$ cat config.mk
export PLATFORM = sky130hd
export DESIGN_NAME = load_store_unit_flat
export DESIGN_NICKNAME = d
export VERILOG_FILES = /design/src/rtl/load_store_unit_if.sv /design/src/rtl/load_store_unit.sv /design/src/flat_wrapper.sv
export SDC_FILE = /design/constraint.sdc
export NUM_CORES = 1
export LEC_CHECK = 0
export CAP_MARGIN = 20
export CORE_MARGIN = 2
export CORE_UTILIZATION = 44
export CTS_BUF_LIST = sky130_fd_sc_hd__clkbuf_16
export CTS_CLUSTER_SIZE = 20
export DETAILED_ROUTE_END_ITERATION = 12
export GPL_TIMING_DRIVEN = 0
export PLACE_DENSITY = 0.82
export SYNTH_ARGS = -nofsm -noshare
export SYNTH_HDL_FRONTEND = slang
export SYNTH_SLANG_ARGS = --single-unit
export TNS_END_PERCENT = 30
$ cat constraint.sdc
create_clock -name clock -period 2.8 [get_ports clock]
set_input_delay 0.56 -clock clock [delete_from_list [all_inputs] [get_ports clock]]
set_output_delay 0.56 -clock clock [all_outputs]
set_load 0.01 [all_outputs]
$ cat src/rtl/load_store_unit_if.sv
// Request/response and data-memory bus bundle for the load/store unit.
// master: core + memory side (drives req_*, mem_data_in); slave: the LSU.
interface load_store_unit_if;
    logic        req_valid;
    logic        req_ready;
    logic        req_write;
    logic [2:0]  req_funct3;
    logic [31:0] req_address;
    logic [31:0] req_wdata;
    logic        rsp_valid;
    logic [31:0] rsp_rdata;
    logic        rsp_error;
    logic [31:0] mem_address;
    logic [3:0]  mem_width;
    logic        mem_write;
    logic [31:0] mem_data_out;
    logic [31:0] mem_data_in;

    modport master (
        output req_valid, req_write, req_funct3, req_address, req_wdata,
        output mem_data_in,
        input  req_ready, rsp_valid, rsp_rdata, rsp_error,
        input  mem_address, mem_width, mem_write, mem_data_out
    );

    modport slave (
        input  req_valid, req_write, req_funct3, req_address, req_wdata,
        input  mem_data_in,
        output req_ready, rsp_valid, rsp_rdata, rsp_error,
        output mem_address, mem_width, mem_write, mem_data_out
    );
endinterface

$ cat src/rtl/load_store_unit.sv
// Data-side load/store stage: one request at a time, byte/half/word
// accesses to a synchronous-read memory, extended load data returned
// with a one-cycle rsp_valid strobe.
// Ports: clock, reset_n (async, active low), bus (load_store_unit_if.slave).
// Option: LSU_MISALIGNED_EN splits misaligned LH/LHU/LW/SH/SW into
// consecutive byte accesses; when undefined they complete with rsp_error.
module load_store_unit (
    input  logic clock,
    input  logic reset_n,
    load_store_unit_if.slave bus
);

    typedef enum logic [1:0] {IDLE, ISSUE, RESP} state_t;

    state_t      state_q;
    logic        ready_q;
    logic        rsp_valid_q;
    logic [31:0] rsp_rdata_q;
    logic        rsp_error_q;
    logic [31:0] mem_address_q;
    logic [3:0]  mem_width_q;
    logic        mem_write_q;
    logic [31:0] mem_data_q;

    logic        l_write;
    logic [2:0]  l_f3;
    logic [31:0] l_wdata;
    logic        l_bad;

    logic [2:0]  f3;
    logic        legal_f3;
    logic        aligned;
    logic        bad;
    logic [3:0]  acc_w;
    logic [31:0] load_word;

`ifdef LSU_MISALIGNED_EN
    logic        split;
    logic        l_split;
    logic [1:0]  idx_q;
    logic [1:0]  lane_q;
    logic        pend_q;
    logic [31:0] asm_q;
    logic [31:0] asm_next;
    logic [1:0]  last_idx;
    logic [1:0]  nxt_idx;
`endif

    function automatic logic [31:0] extend(
        input logic [2:0]  fn,
        input logic [31:0] d
    );
        case (fn)
            3'd0:    extend = {{24{d[7]}}, d[7:0]};
            3'd1:    extend = {{16{d[15]}}, d[15:0]};
            3'd4:    extend = {24'd0, d[7:0]};
            3'd5:    extend = {16'd0, d[15:0]};
            default: extend = d;
        endcase
    endfunction

    always_comb begin
        f3 = bus.req_funct3;
        if (bus.req_write)
            legal_f3 = (f3 == 3'd0) || (f3 == 3'd1) || (f3 == 3'd2);
        else
            legal_f3 = (f3 == 3'd0) || (f3 == 3'd1) || (f3 == 3'd2)
                    || (f3 == 3'd4) || (f3 == 3'd5);
        aligned = (f3[1:0] == 2'd0)
               || (f3[1:0] == 2'd1 && !bus.req_address[0])
               || (f3[1:0] == 2'd2 && bus.req_address[1:0] == 2'd0);
        acc_w = 4'd0;
        unique case (1'b1)
            f3[1:0] == 2'd0: acc_w = 4'd1;
            f3[1:0] == 2'd1: acc_w = 4'd2;
            default:         acc_w = 4'd4;
        endcase
`ifdef LSU_MISALIGNED_EN
        split = legal_f3 && !aligned;
        bad   = !legal_f3;
`else
        bad   = !legal_f3 || !aligned;
`endif
    end

`ifdef LSU_MISALIGNED_EN
    // The last byte of a split load lands in the same edge that registers
    // the response, so the response is built from the merged value.
    always_comb begin
        asm_next = asm_q;
        if (pend_q)
            asm_next[{lane_q, 3'b000} +: 8] = bus.mem_data_in[7:0];
        last_idx  = (l_f3[1:0] == 2'd1) ? 2'd1 : 2'd3;
        nxt_idx   = idx_q + 2'd1;
        load_word = l_split ? asm_next : bus.mem_data_in;
    end
`else
    assign load_word = bus.mem_data_in;
`endif

    always_ff @(posedge clock or negedge reset_n) begin
        if (!reset_n) begin
            state_q       <= IDLE;
            ready_q       <= 1'b1;
            rsp_valid_q   <= 1'b0;
            rsp_rdata_q   <= 32'd0;
            rsp_error_q   <= 1'b0;
            mem_address_q <= 32'd0;
            mem_width_q   <= 4'd0;
            mem_write_q   <= 1'b0;
            mem_data_q    <= 32'd0;
            l_write       <= 1'b0;
            l_f3          <= 3'd0;
            l_wdata       <= 32'd0;
            l_bad         <= 1'b0;
`ifdef LSU_MISALIGNED_EN
            l_split       <= 1'b0;
            idx_q         <= 2'd0;
            lane_q        <= 2'd0;
            pend_q        <= 1'b0;
            asm_q         <= 32'd0;
`endif
        end else begin
            rsp_valid_q <= 1'b0;
`ifdef LSU_MISALIGNED_EN
            asm_q  <= asm_next;
            pend_q <= 1'b0;
`endif
            case (state_q)
                IDLE: begin
                    if (bus.req_valid) begin
                        l_write <= bus.req_write;
                        l_f3    <= f3;
                        l_wdata <= bus.req_wdata;
                        l_bad   <= bad;
                        ready_q <= 1'b0;
                        state_q <= ISSUE;
`ifdef LSU_MISALIGNED_EN
                        l_split <= split;
                        idx_q   <= 2'd0;
                        asm_q   <= 32'd0;
`endif
                        if (!bad) begin
                            mem_address_q <= bus.req_address;
                            mem_write_q   <= bus.req_write;
`ifdef LSU_MISALIGNED_EN
                            if (split) begin
                                mem_width_q <= 4'd1;
                                mem_data_q  <= bus.req_write ?
                                    {24'd0, bus.req_wdata[7:0]} : 32'd0;
                            end else
`endif
                            begin
                                mem_width_q <= acc_w;
                                mem_data_q  <= bus.req_write ?
                                    bus.req_wdata : 32'd0;
                            end
                        end
                    end
                end
                ISSUE: begin
`ifdef LSU_MISALIGNED_EN
                    pend_q <= l_split && !l_write && !l_bad;
                    lane_q <= idx_q;
                    if (l_split && idx_q != last_idx) begin
                        idx_q         <= nxt_idx;
                        mem_address_q <= mem_address_q + 32'd1;
                        mem_data_q    <= l_write ?
                            {24'd0, l_wdata[{nxt_idx, 3'b000} +: 8]} : 32'd0;
                    end else
`endif
                    begin
                        mem_address_q <= 32'd0;
                        mem_width_q   <= 4'd0;
                        mem_write_q   <= 1'b0;
                        mem_data_q    <= 32'd0;
                        state_q       <= RESP;
                    end
                end
                RESP: begin
                    rsp_valid_q <= 1'b1;
                    rsp_error_q <= l_bad;
                    rsp_rdata_q <= (l_bad || l_write) ?
                        32'd0 : extend(l_f3, load_word);
                    ready_q     <= 1'b1;
                    state_q     <= IDLE;
                end
                default: state_q <= IDLE;
            endcase
        end
    end

    assign bus.req_ready    = ready_q;
    assign bus.rsp_valid    = rsp_valid_q;
    assign bus.rsp_rdata    = rsp_rdata_q;
    assign bus.rsp_error    = rsp_error_q;
    assign bus.mem_address  = mem_address_q;
    assign bus.mem_width    = mem_width_q;
    assign bus.mem_write    = mem_write_q;
    assign bus.mem_data_out = mem_data_q;

endmodule

$ cat src/flat_wrapper.sv
// flat-port wrapper written by rule: the top's interface ports become plain ports
module load_store_unit_flat 
  (clock, reset_n, bus_req_valid, bus_req_write, bus_req_funct3, bus_req_address, bus_req_wdata, bus_mem_data_in, bus_req_ready, bus_rsp_valid, bus_rsp_rdata, bus_rsp_error, bus_mem_address, bus_mem_width, bus_mem_write, bus_mem_data_out);
  load_store_unit_if bus_i ();
  input  logic clock;
  input  logic reset_n;
  input wire logic [$bits(bus_i.req_valid)-1:0] bus_req_valid;
  input wire logic [$bits(bus_i.req_write)-1:0] bus_req_write;
  input wire logic [$bits(bus_i.req_funct3)-1:0] bus_req_funct3;
  input wire logic [$bits(bus_i.req_address)-1:0] bus_req_address;
  input wire logic [$bits(bus_i.req_wdata)-1:0] bus_req_wdata;
  input wire logic [$bits(bus_i.mem_data_in)-1:0] bus_mem_data_in;
  output wire logic [$bits(bus_i.req_ready)-1:0] bus_req_ready;
  output wire logic [$bits(bus_i.rsp_valid)-1:0] bus_rsp_valid;
  output wire logic [$bits(bus_i.rsp_rdata)-1:0] bus_rsp_rdata;
  output wire logic [$bits(bus_i.rsp_error)-1:0] bus_rsp_error;
  output wire logic [$bits(bus_i.mem_address)-1:0] bus_mem_address;
  output wire logic [$bits(bus_i.mem_width)-1:0] bus_mem_width;
  output wire logic [$bits(bus_i.mem_write)-1:0] bus_mem_write;
  output wire logic [$bits(bus_i.mem_data_out)-1:0] bus_mem_data_out;
  assign bus_i.req_valid = bus_req_valid;
  assign bus_i.req_write = bus_req_write;
  assign bus_i.req_funct3 = bus_req_funct3;
  assign bus_i.req_address = bus_req_address;
  assign bus_i.req_wdata = bus_req_wdata;
  assign bus_i.mem_data_in = bus_mem_data_in;
  assign bus_req_ready = bus_i.req_ready;
  assign bus_rsp_valid = bus_i.rsp_valid;
  assign bus_rsp_rdata = bus_i.rsp_rdata;
  assign bus_rsp_error = bus_i.rsp_error;
  assign bus_mem_address = bus_i.mem_address;
  assign bus_mem_width = bus_i.mem_width;
  assign bus_mem_write = bus_i.mem_write;
  assign bus_mem_data_out = bus_i.mem_data_out;
  load_store_unit u_core (.clock(clock), .reset_n(reset_n), .bus(bus_i));
endmodule
# Word level (Yosys, flattened, before mapping)
# Index checks and enable logic that the tools add are counted.
dict set report classes {
  reduce_logical 23
  n_eq_ne 13
  n_bitwise 0
  div_mod_pow 0
  magnitude_cmp 0
  n_shift 0
  muxes 22
  addsub 0
  n_mul 0
}
# cell n
set ops {}
lappend ops {{$mux 32} 6}
lappend ops {{$pmux 32 s2} 2}
lappend ops {{$pmux 32 s4} 1}
lappend ops {{$eq 3x3->1 const B} 4}
lappend ops {{$logic_or 1x1->1} 8}
lappend ops {{$mux 4} 2}
lappend ops {{$pmux 4 s2} 1}
lappend ops {{$eq 3x1->1 const B} 2}
lappend ops {{$logic_not 2->1} 3}
lappend ops {{$logic_not 3->1} 2}
lappend ops {{$pmux 3 s2} 1}
lappend ops {{$mux 1} 5}
lappend ops {{$eq 2x1->1 const B} 2}
lappend ops {{$eq 2x2->1 const B} 2}
lappend ops {{$ne 2x2->1 const B} 2}
lappend ops {{$pmux 1 s2} 2}
lappend ops {{$pmux 2 s2} 1}
lappend ops {{$reduce_and 2->1} 2}
lappend ops {{$reduce_bool 2->1} 2}
lappend ops {{$eq 3x2->1 const B} 1}
lappend ops {{$logic_not 1->1} 3}
lappend ops {{$reduce_and 3->1} 1}
lappend ops {{$logic_and 1x1->1} 2}
lappend ops {{$mux 2} 1}
dict set report totals {
  mem_bits_rw 0
  rom_bits 0
  input_bits 103
  n_memories 0
  latch_bits 0
  regBits 111
  wordCells 70
  output_inout_bits 104
}

# Longest topological paths before layout
dict set report logic_depth {
  depth_word 11
  depth_mapped 6
  depth_no_buf 4
}

# Worst setup path after synthesis
# OpenSTA, ideal clock, no wires.
dict set report synth_timing {
  kind {input to register}
  start {in bus_req_valid}
  end {reg u_core.mem_width_q[2] (netlist: u_core.bus.mem_width[2])}
  setup_slack_ps 1115
  setup_time_ps 99
  required_time_ps 2701
  n_path_buf 1
  stages 5
  arrival_ps 1585
  path_cell_list {or3b_2 -> buf_2 -> clkinv_1 -> nand3_1 -> a311oi_1}
}
dict set report synth_between {
  elab_chain_cells 2
}
# element line
set synth_lines {}
lappend synth_lines {{start: declaration} flat_wrapper.sv:7} ;# input wire logic [$bits(bus_i.req_valid)-1:0] bus_req_valid;
lappend synth_lines {{$ne 2x2->1 (no source line)} n/a}
lappend synth_lines {{$reduce_and 3->1 (no source line)} n/a}
lappend synth_lines {{end signal: assignment} load_store_unit.sv:154} ;# mem_width_q <= acc_w;
lappend synth_lines {{end: declaration} load_store_unit.sv:21} ;# logic [3:0] mem_width_q;
# Every way passes these cells.
# A chain may end at the register's enable or synchronous reset.

# Worst setup path in the final report
dict set report layout_timing {
  start {in bus_req_funct3[0]}
  end {reg u_core.mem_data_q[24] (netlist: u_core.bus.mem_data_out[24])}
}
dict set report layout_between {
  elab_chain_cells 10
  word_cells_on_any_way 22
  cone_classes {eq/ne: 7; mux: 1; reduce/logical: 14}
}
# element line
set layout_lines {}
lappend layout_lines {{start: declaration} flat_wrapper.sv:9} ;# input wire logic [$bits(bus_i.req_funct3)-1:0] bus_req_funct3;
lappend layout_lines {{$eq 3x1->1 or $logic_not 3->1 (tied branches)} {load_store_unit.sv:65, load_store_unit.sv:67}}
lappend layout_lines {{$logic_or 1x1->1 (2 in series)} {load_store_unit.sv:65, load_store_unit.sv:67}}
lappend layout_lines {{$logic_or 1x1->1 (2 in series)} load_store_unit.sv:68} ;# || (f3 == 3'd4) || (f3 == 3'd5);
lappend layout_lines {{$mux 1} load_store_unit.sv:64} ;# if (bus.req_write)
lappend layout_lines {{$logic_not 1->1} load_store_unit.sv:82} ;# bad = !legal_f3 || !aligned;
lappend layout_lines {{$logic_or 1x1->1 *} load_store_unit.sv:82}
lappend layout_lines {{$ne 2x2->1 (no source line) *} n/a}
lappend layout_lines {{$reduce_and 3->1 (no source line) *} n/a}
lappend layout_lines {{end signal: assignment} load_store_unit.sv:155} ;# mem_data_q <= bus.req_write ?
lappend layout_lines {{end: declaration} load_store_unit.sv:23} ;# logic [31:0] mem_data_q;
# Mark *: on every way between the ends. The rest lies on a longest branch, timed or not.

==> report_table.html <==
<table>
<tr><th>Metric</th><th>Value</th></tr>
<tr><th colspan="2">Clock tree</th></tr>
<tr><td>Clock latency on the worst-skew pair</td><td>around 0.34 ns</td></tr>
<tr><td>Clock sink count</td><td>110</td></tr>
<tr><td>Post-CTS resize count</td><td>0</td></tr>
<tr><td>Worst-path clk slew</td><td>0.07 ns</td></tr>
<tr><td>Total CTS buffers</td><td>9</td></tr>
<tr><td>H-tree depth</td><td>3</td></tr>
<tr><td>Clk buf depth</td><td>2</td></tr>
<tr><td>Clock tree from TritonCTS</td><td>built</td></tr>
<tr><td>Hold-fix buffers, CTS</td><td>0</td></tr>
<tr><td>Post-CTS setup repair buffer count</td><td>0</td></tr>
<tr><td>Root Buffer Master</td><td>clkbuf_16</td></tr>
<tr><th colspan="2">GRT</th></tr>
<tr><td>Pin count of the biggest net entering global routing</td><td>between 50 and 60</td></tr>
<tr><td>Total global-route track usage</td><td>24.6%</td></tr>
<tr><td>Number of global-route vias before repair</td><td>4,113</td></tr>
<tr><td>First-pass GRT wire length</td><td>21.2 mm</td></tr>
<tr><td>Final global-route overflow total</td><td>0</td></tr>
<tr><td>Antenna violations before repair</td><td>0</td></tr>
<tr><th colspan="2">Synthesis</th></tr>
<tr><td>Synth Net Count</td><td>431</td></tr>
<tr><td>Synthesized flop and latch total</td><td>110</td></tr>
<tr><td>Syn Inst Count</td><td>328</td></tr>
<tr><td>Synthesized area divided by synthesized cell count</td><td>approximately 13 um^2</td></tr>
<tr><td>Count of cell types in the netlist</td><td>36</td></tr>
<tr><td>Sequential element share of the synthesized area</td><td>62.9%</td></tr>
<tr><td>Post-synthesis cell area</td><td>0.00438 mm^2</td></tr>
<tr><td>Number of warnings issued by yosys</td><td>0</td></tr>
<tr><th colspan="2">STA</th></tr>
<tr><td>Headroom to the max-slew limit</td><td>between 50% and 60%</td></tr>
<tr><td>Setup skew after layout</td><td>0.00706 ns</td></tr>
<tr><td>Unrepaired setup endpoints after global routing</td><td>false</td></tr>
<tr><td>Pin slew with the least headroom to its limit</td><td>0.742 ns</td></tr>
<tr><td>Final cycle utilization of the critical path</td><td>roughly 80%</td></tr>
<tr><td>Final setup violation count</td><td>0</td></tr>
<tr><td>Hold violation count in the final report</td><td>0</td></tr>
<tr><td>Number of max-slew violations in the final report</td><td>0</td></tr>
<tr><td>Setup Total Neg Slack</td><td>0 ns</td></tr>
<tr><td>F_max</td><td>approximately 0.45 GHz</td></tr>
<tr><td>Worst-case hold slack</td><td>0.277 ns</td></tr>
<tr><td>Minimum period implied by the final worst setup slack</td><td>2.24 ns</td></tr>
<tr><td>Setup ws final</td><td>0.565 ns</td></tr>
<tr><th colspan="2">Worst setup path</th></tr>
<tr><td>Critical path's slowest cell</td><td>clkdlybuf4s50_1</td></tr>
<tr><td>Startpoint of the worst-slack reg-to-reg timing path</td><td>u_core.state_q[0]$_DFFE_PN0P_</td></tr>
<tr><td>Worst setup slack for register-to-register paths</td><td>0.98 ns</td></tr>
<tr><td>Delay of the slowest critical-path stage</td><td>0.56 ns</td></tr>
<tr><td>Stages on worst setup path</td><td>5</td></tr>
<tr><td>Kind of start point of the critical path</td><td>primary input</td></tr>
<tr><td>Crit path max fanout</td><td>10</td></tr>
<tr><td>Gate family responsible for the most delay along the worst path</td><td>buffers and inverters</td></tr>
<tr><td>Arrival time of the worst setup path</td><td>2.45 ns</td></tr>
<tr><td>Start-to-end type of the worst setup path</td><td>primary input to flip-flop</td></tr>
<tr><td>Capture point of the worst path</td><td>u_core.bus.mem_data_out[24]$_DFFE_PN0P_</td></tr>
<tr><td>Critical Path Sink Type</td><td>flip-flop</td></tr>
<tr><td>Worst-path cell chain</td><td>clkdlybuf4s50_1 &gt; nor4_4 &gt; o211ai_2 &gt; clkbuf_1 &gt; a32o_1</td></tr>
<tr><td>Worst Reg-to-Reg Cells</td><td>5</td></tr>
<tr><td>Critical Path RT</td><td>~3.0 ns</td></tr>
<tr><td>Crit Reg-Reg Endpoint</td><td>u_core.bus.rsp_rdata[27]$_DFFE_PN0P_</td></tr>
<tr><td>Crit path from</td><td>bus_req_funct3[0]</td></tr>
<tr><td>Buf+Inv Stages, Crit Path</td><td>2</td></tr>
<tr><th colspan="2">Cells and area</th></tr>
<tr><td>Antenna cells</td><td>0</td></tr>
<tr><td>Total number of nets in the final design</td><td>~650</td></tr>
<tr><td>Most common library cell in the layout ignoring fill and taps</td><td>clkdlybuf4s50_1</td></tr>
<tr><td>P&amp;R area growth vs syn</td><td>57.9%</td></tr>
<tr><td>Util after Layout</td><td>71.0%</td></tr>
<tr><td>Commonest non-fill, non-tap cells in the layout</td><td>204 x clkdlybuf4s50_1, 109 x dfrtp_1, 78 x a32o_1</td></tr>
<tr><td>Ratio of cells with drive above 1 in the final layout</td><td>8.18%</td></tr>
<tr><th colspan="2">Power and ir drop</th></tr>
<tr><td>Power per cell area</td><td>702 mW/mm^2</td></tr>
<tr><td>Part of the power in registers</td><td>a little over two fifths</td></tr>
<tr><td>Reported leakage power</td><td>approximately 3 nW</td></tr>
<tr><td>Total power</td><td>about 4.8 mW</td></tr>
<tr><td>Highest ir drop seen on vdd</td><td>0.356 mV</td></tr>
<tr><td>Switching power total</td><td>~1.4 mW</td></tr>
<tr><td>Cell internal power dissipation</td><td>3.46 mW</td></tr>
<tr><td>Relative contribution of combinational cells to total power</td><td>31.3%</td></tr>
<tr><td>Clock power share</td><td>25.9%</td></tr>
<tr><td>Proportion of total power due to net switching</td><td>28.6%</td></tr>
<tr><th colspan="2">Floorplanning</th></tr>
<tr><td>Height of the chip</td><td>roughly 100 um</td></tr>
<tr><td>Die Footprint</td><td>0.0108 mm^2</td></tr>
<tr><td>Width of the die</td><td>104 um</td></tr>
<tr><td>Initial standard-cell utilization of the core</td><td>between 40% and 50%</td></tr>
<tr><td>Floorplan Core Area</td><td>0.00973 mm^2</td></tr>
<tr><td>I/O Pins</td><td>207</td></tr>
<tr><td>Count of standard-cell rows</td><td>36</td></tr>
<tr><th colspan="2">Place</th></tr>
<tr><td>Final HPWL DP</td><td>slightly below 10 mm</td></tr>
<tr><td>Port Buffers</td><td>205</td></tr>
<tr><td>Worst slack at placement</td><td>around 0.21 ns</td></tr>
<tr><td>Final weighted congestion in routability-driven placement</td><td>about 0.76</td></tr>
<tr><th colspan="2">Route</th></tr>
<tr><td>Final ANT Viol Nets</td><td>0</td></tr>
<tr><td>Detailed-route DRC error count</td><td>0</td></tr>
<tr><td>Routed wire length per instance</td><td>19.3 um</td></tr>
<tr><td>Vias/cell</td><td>5.62</td></tr>
<tr><td>Via Count</td><td>3,837</td></tr>
<tr><td>Starting DRC count in detailed routing</td><td>177</td></tr>
<tr><td>Post-detailed-routing wire length</td><td>13.2 mm</td></tr>
<tr><td>First-pass iteration count of the detailed router</td><td>4</td></tr>
<tr><th colspan="2">Outcome</th></tr>
<tr><td>Result of the run</td><td>completed</td></tr>
<tr><th colspan="2">Flow run</th></tr>
<tr><td>Max Cap Violations</td><td>0</td></tr>
<tr><th colspan="2">Worst hold path</th></tr>
<tr><td>Worst hold path type</td><td>primary input to async pin</td></tr>
</table>
per-stage QoR:
stage	instance area, um^2	std cells
2_1_floorplan	4380	328
3_3_place_gp	6590	666
3_5_place_dp	6620	667
4_1_cts	6910	683
5_1_grt	6910	683
6_report	6910	683
how the worst min path moves through the flow:
stage	to	from	slack [ns]
after detailed placement	u_core.l_write$_DFFE_PN0P_	u_core.l_write$_DFFE_PN0P_	0.47
after global placement	u_core.bus.rsp_error$_DFFE_PN0P_	u_core.bus.rsp_error$_DFFE_PN0P_	0.46
after global routing	u_core.bus.rsp_rdata[6]$_DFFE_PN0P_	reset_n	0.32
after floorplan	u_core.bus.mem_address[0]$_DFFE_PN0P_	reset_n	0.26
final	u_core.bus.rsp_rdata[6]$_DFFE_PN0P_	reset_n	0.28
after CTS	u_core.bus.rsp_rdata[6]$_DFFE_PN0P_	reset_n	0.30
area by class of cell:
class                      instances  area [um^2]
buffer                            34          181
inverter                           3         11.3
multi-input combinational        181         1430
clock inverter                     7         66.3
fill                             706         2820
tap                              133          166
sequential                       110         2750
timing repair buffer             206         2080
clock buffer                       9          225
cell usage after synthesis (all sizes together):
cell	count	share of area (%)
dfstp	1	0.60
conb	1	0.086
buf	20	2.9
a31o	1	0.20
dfrtp	109	62
nand2b	18	2.6
a31oi	1	0.14
or4	1	0.26
o21ai	10	1.1
nand3	1	0.11
a22o	16	3.2
a311oi	1	0.20
clkinv	1	0.086
o211a	1	0.23
mux2i	1	0.23
clkbuf	14	1.2
a221o	1	0.23
nand4b	1	0.20
nor4	1	0.49
nor3	1	0.11
o22ai	3	0.43
a21oi	3	0.69
or3b	1	0.20
o211ai	1	0.29
a32o	78	18
or4bb	1	0.26
or4b	1	0.23
o21bai	1	0.17
inv	2	0.17
nor2b	1	0.14
nand2	32	2.7
nor2	3	0.26
power by group through the flow:
stage          Clock (mW)  Sequential [mW]  Combinational [mW]
3_5_place_dp            0             2.10                1.52
4_1_cts              1.27             2.08                1.53
3_3_place_gp            0             2.08                1.47
5_1_grt              1.34             2.11                1.62
6_report             1.25             2.08                1.52
2_1_floorplan           0             2.22               0.474
flip-flops by register name, indices dropped and copies added, names as in the netlist:
signal / flops
u_core.l_bad: 1
u_core.bus.rsp_error: 1
u_core.bus.mem_data_out: 32
u_core.l_write: 1
u_core.bus.mem_address: 32
u_core.bus.rsp_rdata: 32
u_core.bus.mem_width: 3
u_core.bus.mem_write: 1
u_core.bus.rsp_valid: 1
u_core.l_f3: 3
u_core.bus.req_ready: 1
u_core.state_q: 2
per-layer routing:
layer  GRT usage (%)  wire length (um)  up-vias
li1                -                 -     1709
met1            30.6              5290     1928
met2            41.4              6630      172
met3            6.36               950       28
met4            9.36               342        0
met5               0                 0        -
cell families after synthesis:
family                 share of synthesized area (%)
AO/OA/AOI/OAI                                   24.8
AND/OR/NAND/NOR                                 7.58
multiplexers                                   0.229
flip-flops                                      62.9
other                                         0.0857
buffers and inverters                           4.40
worst register-to-register path, delay by kind of cell, from the launching register on:
family | cells | cell delay [ns]
AO/OA/AOI/OAI | 1 | 0.21
buffers and inverters | 2 | 0.55
flip-flops | 1 | 0.40
AND/OR/NAND/NOR | 2 | 0.61
(Power assumes the default switching activity.)
